File: config.mk
export PLATFORM = sky130hd
export DESIGN_NAME = systolic_seq_ctrl_flat
export DESIGN_NICKNAME = d
export VERILOG_FILES = /design/src/rtl/systolic_seq_ctrl_if.sv /design/src/rtl/systolic_seq_ctrl.sv /design/src/flat_wrapper.sv
export SDC_FILE = /design/constraint.sdc
export NUM_CORES = 2
export LEC_CHECK = 0
export ABC_AREA = 1
export BUFFER_PORTS_ARGS = -buffer_cell sky130_fd_sc_hd__buf_4
export CAP_MARGIN = 20
export CORE_MARGIN = 3
export CORE_UTILIZATION = 45
export DETAILED_ROUTE_END_ITERATION = 7
export PLACE_DENSITY = 0.67
export SLEW_MARGIN = 20
export SYNTH_ARGS = -nofsm -noshare
export SYNTH_HDL_FRONTEND = slang
export SYNTH_SLANG_ARGS = --single-unit
File: constraint.sdc
create_clock -name clk -period 29.2 [get_ports clk]
set_clock_uncertainty 0.05 [all_clocks]
set_input_delay 4.38 -clock clk [delete_from_list [all_inputs] [get_ports clk]]
set_output_delay 4.38 -clock clk [all_outputs]
set_load 0.02 [all_outputs]
File: src/rtl/systolic_seq_ctrl_if.sv
// systolic_seq_ctrl_if: valid/ready stream of C words with row-major index
interface systolic_seq_ctrl_if #(parameter int DW = 32);
  logic [DW-1:0] data;
  logic [3:0] idx;
  logic valid;
  logic ready;
  modport master(output data, idx, valid, input ready);
  modport slave(input data, idx, valid, output ready);
endinterface

File: src/rtl/systolic_seq_ctrl.sv
// systolic_seq_ctrl: clear/feed/flush/drain sequencer for the NxN systolic array; SYS_CTRL_PERF_EN adds perf_cycles
module systolic_seq_ctrl #(
  parameter int N = 4,
  parameter int DW = 32,
  parameter int AW = 5,
  parameter int MEM_LAT = 1
) (
  input  logic              clk,
  input  logic              rst,
  input  logic              start,
  input  logic [AW-1:0]     base_addr,
  output logic              busy,
  output logic              done,
  output logic              pe_clear,
  output logic [N-1:0]      mem_en,
  output logic [N*AW-1:0]   mem_addr,
  output logic [N-1:0]      feed_valid,
  input  logic [N*N*DW-1:0] c_flat,
`ifdef SYS_CTRL_PERF_EN
  output logic [15:0]       perf_cycles,
`endif
  systolic_seq_ctrl_if.master stream
);
  localparam int LAST_T = 2*N-2;
  localparam int FLUSH_CYC = 2*N-2+MEM_LAT;
  typedef enum logic [2:0] {IDLE, CLEAR, FEED, FLUSH, DRAIN} state_t;
  state_t state;
  int t;
  int cnt;
  logic [AW-1:0] base;
  logic [3:0] idx;
  logic [DW-1:0] snap [N*N];
  function automatic logic [N-1:0] lane_en(input int tt);
    lane_en = '0;
    for (int i = 0; i < N; i++) lane_en[i] = tt >= i && tt < i+N;
  endfunction
  function automatic logic [N*AW-1:0] lane_addr(input int tt, input logic [AW-1:0] b);
    lane_addr = '0;
    for (int i = 0; i < N; i++) lane_addr[i*AW +: AW] = (tt >= i && tt < i+N) ? b + AW'(tt-i) : '0;
  endfunction
  assign stream.data = snap[idx];
  assign stream.idx = idx;
  always_ff @(posedge clk or posedge rst) begin
    if (rst) begin
      state <= IDLE;
      t <= 0;
      cnt <= 0;
      base <= '0;
      idx <= '0;
      busy <= 1'b0;
      done <= 1'b0;
      pe_clear <= 1'b0;
      mem_en <= '0;
      mem_addr <= '0;
      stream.valid <= 1'b0;
      for (int k = 0; k < N*N; k++) snap[k] <= '0;
    end else begin
      done <= 1'b0;
      case (state)
        IDLE: if (start) begin
          base <= base_addr;
          busy <= 1'b1;
          pe_clear <= 1'b1;
          state <= CLEAR;
        end
        CLEAR: begin
          pe_clear <= 1'b0;
          t <= 0;
          mem_en <= lane_en(0);
          mem_addr <= lane_addr(0, base);
          state <= FEED;
        end
        FEED: if (t == LAST_T) begin
          mem_en <= '0;
          mem_addr <= '0;
          cnt <= 0;
          state <= FLUSH;
        end else begin
          t <= t + 1;
          mem_en <= lane_en(t + 1);
          mem_addr <= lane_addr(t + 1, base);
        end
        FLUSH: if (cnt == FLUSH_CYC-1) begin
          for (int k = 0; k < N*N; k++) snap[k] <= c_flat[k*DW +: DW];
          idx <= '0;
          stream.valid <= 1'b1;
          state <= DRAIN;
        end else cnt <= cnt + 1;
        DRAIN: if (stream.ready) begin
          if (idx == 4'(N*N-1)) begin
            stream.valid <= 1'b0;
            busy <= 1'b0;
            done <= 1'b1;
            state <= IDLE;
          end else idx <= idx + 4'd1;
        end
        default: state <= IDLE;
      endcase
    end
  end
  generate
    if (MEM_LAT == 0) begin : g_nolat
      assign feed_valid = mem_en;
    end else begin : g_lat
      logic [N-1:0] pipe [MEM_LAT];
      always_ff @(posedge clk or posedge rst) begin
        if (rst) for (int k = 0; k < MEM_LAT; k++) pipe[k] <= '0;
        else begin
          pipe[0] <= mem_en;
          for (int k = 1; k < MEM_LAT; k++) pipe[k] <= pipe[k-1];
        end
      end
      assign feed_valid = pipe[MEM_LAT-1];
    end
  endgenerate
`ifdef SYS_CTRL_PERF_EN
  always_ff @(posedge clk or posedge rst) begin
    if (rst) perf_cycles <= '0;
    else perf_cycles <= (state == IDLE && start) ? '0 : (busy && perf_cycles != 16'hFFFF) ? perf_cycles + 16'd1 : perf_cycles;
  end
`endif
endmodule

File: src/flat_wrapper.sv
// flat-port wrapper written by rule: the top's interface ports become plain ports
module systolic_seq_ctrl_flat 
#(
  parameter int N = 4,
  parameter int DW = 32,
  parameter int AW = 5,
  parameter int MEM_LAT = 1
)
  (clk, rst, start, base_addr, busy, done, pe_clear, mem_en, mem_addr, feed_valid, c_flat, stream_data, stream_idx, stream_valid, stream_ready);
  systolic_seq_ctrl_if #(.DW(DW)) stream_i ();
  input  logic clk;
  input  logic rst;
  input  logic start;
  input  logic [AW-1:0] base_addr;
  output logic busy;
  output logic done;
  output logic pe_clear;
  output logic [N-1:0] mem_en;
  output logic [N*AW-1:0] mem_addr;
  output logic [N-1:0] feed_valid;
  input  logic [N*N*DW-1:0] c_flat;
  output wire logic [$bits(stream_i.data)-1:0] stream_data;
  output wire logic [$bits(stream_i.idx)-1:0] stream_idx;
  output wire logic [$bits(stream_i.valid)-1:0] stream_valid;
  input wire logic [$bits(stream_i.ready)-1:0] stream_ready;
  assign stream_data = stream_i.data;
  assign stream_idx = stream_i.idx;
  assign stream_valid = stream_i.valid;
  assign stream_i.ready = stream_ready;
  systolic_seq_ctrl #(.N(N), .DW(DW), .AW(AW), .MEM_LAT(MEM_LAT)) u_core (.clk(clk), .rst(rst), .start(start), .base_addr(base_addr), .busy(busy), .done(done), .pe_clear(pe_clear), .mem_en(mem_en), .mem_addr(mem_addr), .feed_valid(feed_valid), .c_flat(c_flat), .stream(stream_i));
endmodule
# Word level (Yosys, flattened, before mapping)
# Cells that the tools add are included.
# classes
addsub	10
magnitude_cmp	9
eq_ne	15
muxes	36
bitwise_logic	1
n_reduce_logical	19
# ops
cell	n
32-bit two-way mux	5
32-bit binary-select mux with 4-bit select	1
32-bit by 4-bit less-than comparator with 1-bit output, second input constant	4
32-bit case mux with 2 select lines	2
32-bit by 2-bit adder with 32-bit output, second input constant	2
32-bit by 4-bit equality test with 1-bit output, second input constant	2
32-bit by 3-bit >= comparator with 1-bit output, second input constant	2
20-bit case mux with 2 select lines	1
32-bit by 1-bit >= comparator with 1-bit output, second input constant	1
32-bit by 2-bit >= comparator with 1-bit output, second input constant	1
5-bit adder	4
20-bit two-way mux	1
5-bit two-way mux	4
4-bit two-way mux	4
4-bit case mux with 2 select lines	2
3-bit two-way mux	5
3-bit case mux with 5 select lines	1
4-bit AND reduction	3
2-bit != test, second input constant	5
2-bit nonzero test	5
5-bit by 3-bit subtractor with 5-bit output, second input constant	2
2-bit AND reduction	4
1-bit two-way mux	7
3-bit by 2-bit equality test with 1-bit output, second input constant	2
13 further kinds	20
# totals
reg_bits	620
inputBits	521

# Depth between registers and ports, before layout
# depth
depth_word	6
depth_mapped	16

# Worst setup path before layout
# No wires, ideal clock.
# synth_timing
path_type	register to output
from	reg u_core.idx[0], in the netlist u_core.stream.idx[0]
to	out stream_data[0]
arrival_ns	1.953
required_ns	24.770
path_slack_ns	22.817
path_stages_with_launch	10
cell_sequence	dfrtp_1 buf_2 buf_2 clkbuf_1 buf_1 a21oi_1 o21ai_0 o211ai_1 o211ai_1 nand2_1
# synth_between
elab_chain_cells	4
# synth_rtl
element	line	source
from (decl)	systolic_seq_ctrl.sv:31	logic [3:0] idx;
from (signal assigned)	systolic_seq_ctrl.sv:95	end else idx <= idx + 4'd1;
4-bit inverter with 5-bit output (not written as such)	systolic_seq_ctrl.sv:41	assign stream.data = snap[idx];
32-bit binary-select mux with 4-bit select	systolic_seq_ctrl.sv:41	
32-bit two-way mux (not written as such) (2 in a row)	systolic_seq_ctrl.sv:41	
to (decl)	flat_wrapper.sv:22	output wire logic [$bits(stream_i.data)-1:0] stream_data;
# No other way between the ends. The select of a mux whose other input is x is not followed.

# Worst setup path after layout
# layout_timing
from	reg u_core.idx[0], in the netlist u_core.stream.idx[0]
to	out stream_data[31]
# The elaborated chain is that of the path after synthesis.

==> impl_metrics.py <==
metrics = {
    "placement": {
        "dp_slack_ns": 21.04,
        "io_buffers": 588,
        "dpl_cell_area_sq_um": 36500,
        "place.gp.congestion": 0.940,
        "dp_hpwl_microns": 85300,
        "place_inst": 5268,
    },
    "logic_synthesis": {
        "synth_top_area_cell": "dfrtp_1",
        "syn-mean-instance-area_sq_um": 7.93,
        "syn_nets": 4549,
        "ys_types": 39,
        "synth_commonest_cells": "nand2_1, dfrtp_1, nand3_1",
        "ys_seq_elements": 620,
        "synth_warnings": 0,
        "async_reset_ff_frac": 1.00,
        "netlist_instances": 4001,
        "synth.most_common_cell": "nand2_1",
        "synth_ff_type": "dfrtp_1",
        "yosysSeqAreaShare": 0.489,
        "synth_edf_count": 0,
        "yosysTopAreaCellShare": 0.489,
        "syn_area_sq_um": 31700,
        "synth_area_leaders": "dfrtp_1, nand2_1, nand3_1",
    },
    "setup_path": {
        "crit-reg2reg-launch": "u_core.cnt[2]$_DFFE_PP0P_",
        "criticalPathCategory": "register to output pin",
        "r2r_end": "u_core.snap[366]$_DFFE_PP0P_",
        "crit_required_ns": 24.77,
        "critPathCaptureType": "output pin",
        "r2r_slack_ns": 24.86,
        "crit_path_end": "stream_data[31]",
        "crit_path_start_kind": "register",
        "cp_data_arrival_time_ns": 4.43,
        "r2r.worst_path.cells": 10,
        "cp_max_fo": 180,
        "worstSetupStartpoint": "u_core.stream.idx[0]$_DFFE_PP0P_",
    },
    "global_routing": {
        "grt_pass1_vias": 28700,
        "grt_use_met1": 0.438,
        "grt.busiest_layer": "met2",
        "grt_pass1_wl_microns": 176000,
        "grt_max_degree": 229,
        "gr-usage-met2": 0.476,
        "overflow": 0,
        "met3_usage": 0.0574,
        "antenna_found_initial": 19,
        "grt_usage": 0.312,
    },
    "timing": {
        "period_share": 0.304,
        "tns_ns": 0,
        "drv_slew": 0,
        "max_freq_mhz": 113,
        "setup_violations": 0,
        "finalHoldViolCount": 0,
        "setup_slack_ns": 20.34,
        "relSlewSlack": 0.271,
        "rsz0062_at_grt": "no",
        "tightest_slew_ns": 1.09,
        "finalCriticalPeriod_ns": 8.86,
        "hold_ws_ns": 0.354,
    },
    "floorplanning": {
        "die_h_microns": 272,
        "io_pins": 589,
        "die-width_microns": 272,
        "die_area_sq_um": 73700,
        "initial_utilization": 0.459,
        "fp-row-count": 96,
        "core_area_sq_um": 69200,
    },
    "clocking": {
        "post_cts_buffers": 0,
        "cts_hold_buf": 0,
        "cts_buffers": 69,
        "clkSinkCount": 620,
        "insertion_delay_ns": 0.62,
        "path_clk_slew_ns": 0.06,
        "cts_tree": "built",
        "cts_root_buf": "clkbuf_16",
        "clock_path_buffers": 3,
        "htreeDepth": 3,
        "cts_resized": 0,
    },
    "layout": {
        "fin_nets": 4957,
        "area_growth_pct": 22.7,
        "design_area_sq_um": 38900,
        "drive_gt1_frac": 0.176,
        "utilization": 0.562,
        "final_cells": 5409,
    },
    "pwr": {
        "vdd_drop_max_mv": 0.0794,
        "p_per_area_nw_per_um2": 88.6,
        "total_power_mw": 3.45,
        "power_leakage_nw": 18.3,
    },
    "routing": {
        "wl_per_cell_microns": 21.8,
        "drc": 0,
        "ant_nets": 0,
        "first_iter_violations": 3295,
        "wl_microns": 118000,
        "firstDrtPassIters": 6,
        "vias": 29900,
        "viasPerCell": 5.54,
    },
    "run_status": {
        "status": "completed",
    },
    "flow_run": {
        "drv_cap": 0,
    },
    "hold_path": {
        "hold_class": "register to register",
    },
}
==> where the power goes <==
part           switching [mW]  total (mW)  internal [mW]
Sequential              0.211        1.39           1.18
Clock                   0.367       0.921          0.554
Combinational           0.749        1.14          0.387
==> cells in the final DEF, fill, tap and decap left out, drive strengths merged, types with 15 or more instances in the layout <==
cell type	n
diode	18
inv	240
xnor2	15
clkinv	16
nand3	605
ha	22
o211ai	128
nand2	1346
dfrtp	620
clkbuf	99
xor2	28
o22ai	16
nor2	114
o21ai	223
mux2i	128
buf	619
a21oi	144
nand4	30
nor3	29
==> routing by layer <==
metal,share of wire,wire length [microns],vias up
met3,0.077,9100,203
met5,0.000085,10,-
li1,-,-,14000
met2,0.45,53600,1232
met1,0.43,50200,14500
met4,0.041,4840,2
==> flip-flops by register name (all words and copies together) (netlist names), 3 cells and up <==
signal	cells
u_core.mem_en	4
u_core.base	5
u_core.state	3
u_core.t	32
u_core.cnt	32
u_core.feed_valid	4
u_core.mem_addr	20
u_core.snap	512
u_core.stream.idx	4
==> kinds of logic (layout without fill, tap and decap cells) <==
kind of cell	Yosys count	count (layout)	share of synthesized area
AO/OA/AOI/OAI	520	520	0.0934
XOR/XNOR	43	43	0.0119
adder cells (fa/ha/maj)	27	27	0.0118
buffers and inverters	523	982	0.0652
flip-flops	620	620	0.489
multiplexers	129	129	0.0407
other	0	18	0
AND/OR/NAND/NOR	2139	2139	0.288
==> worst min-delay path by stage <==
| stage | start | to | cells after the start | slack (ns) |
|---|---|---|---|---|
| 3_3_place_gp | u_core.mem_en[2]$_DFFE_PP0P_ | u_core.feed_valid[2]$_DFF_PP0_ | 0 | 0.34 |
| 6_report | u_core.mem_en[1]$_DFFE_PP0P_ | u_core.feed_valid[1]$_DFF_PP0_ | 0 | 0.35 |
| 5_1_grt | u_core.mem_en[2]$_DFFE_PP0P_ | u_core.feed_valid[2]$_DFF_PP0_ | 0 | 0.38 |
| 2_1_floorplan | u_core.snap[100]$_DFFE_PP0P_ | u_core.snap[100]$_DFFE_PP0P_ | 2 | 0.39 |
| 3_5_place_dp | u_core.mem_en[1]$_DFFE_PP0P_ | u_core.feed_valid[1]$_DFF_PP0_ | 0 | 0.35 |
| 4_1_cts | u_core.mem_en[1]$_DFFE_PP0P_ | u_core.feed_valid[1]$_DFF_PP0_ | 0 | 0.37 |
==> area by class of cell <==
class | count | area [sq um]
diodes | 18 | 45.0
clock buffers | 99 | 2060
clock inverters | 23 | 319
fillers | 6537 | 30300
inverters | 241 | 915
multi-input cells | 2858 | 14200
flip-flops and latches | 620 | 15500
well taps | 931 | 1160
repair buffers | 619 | 4710
==> critical path, stage by stage (launching register included) <==
cell and delay (ns):
dfrtp_4 0.85, buf_12 0.64, buf_4 0.91, mux2i_1 0.18, o21ai_0 0.47, o211ai_1 0.14, nand2_1 0.13, buf_4 0.15
No activity file was read; power rests on OpenSTA's default activity.
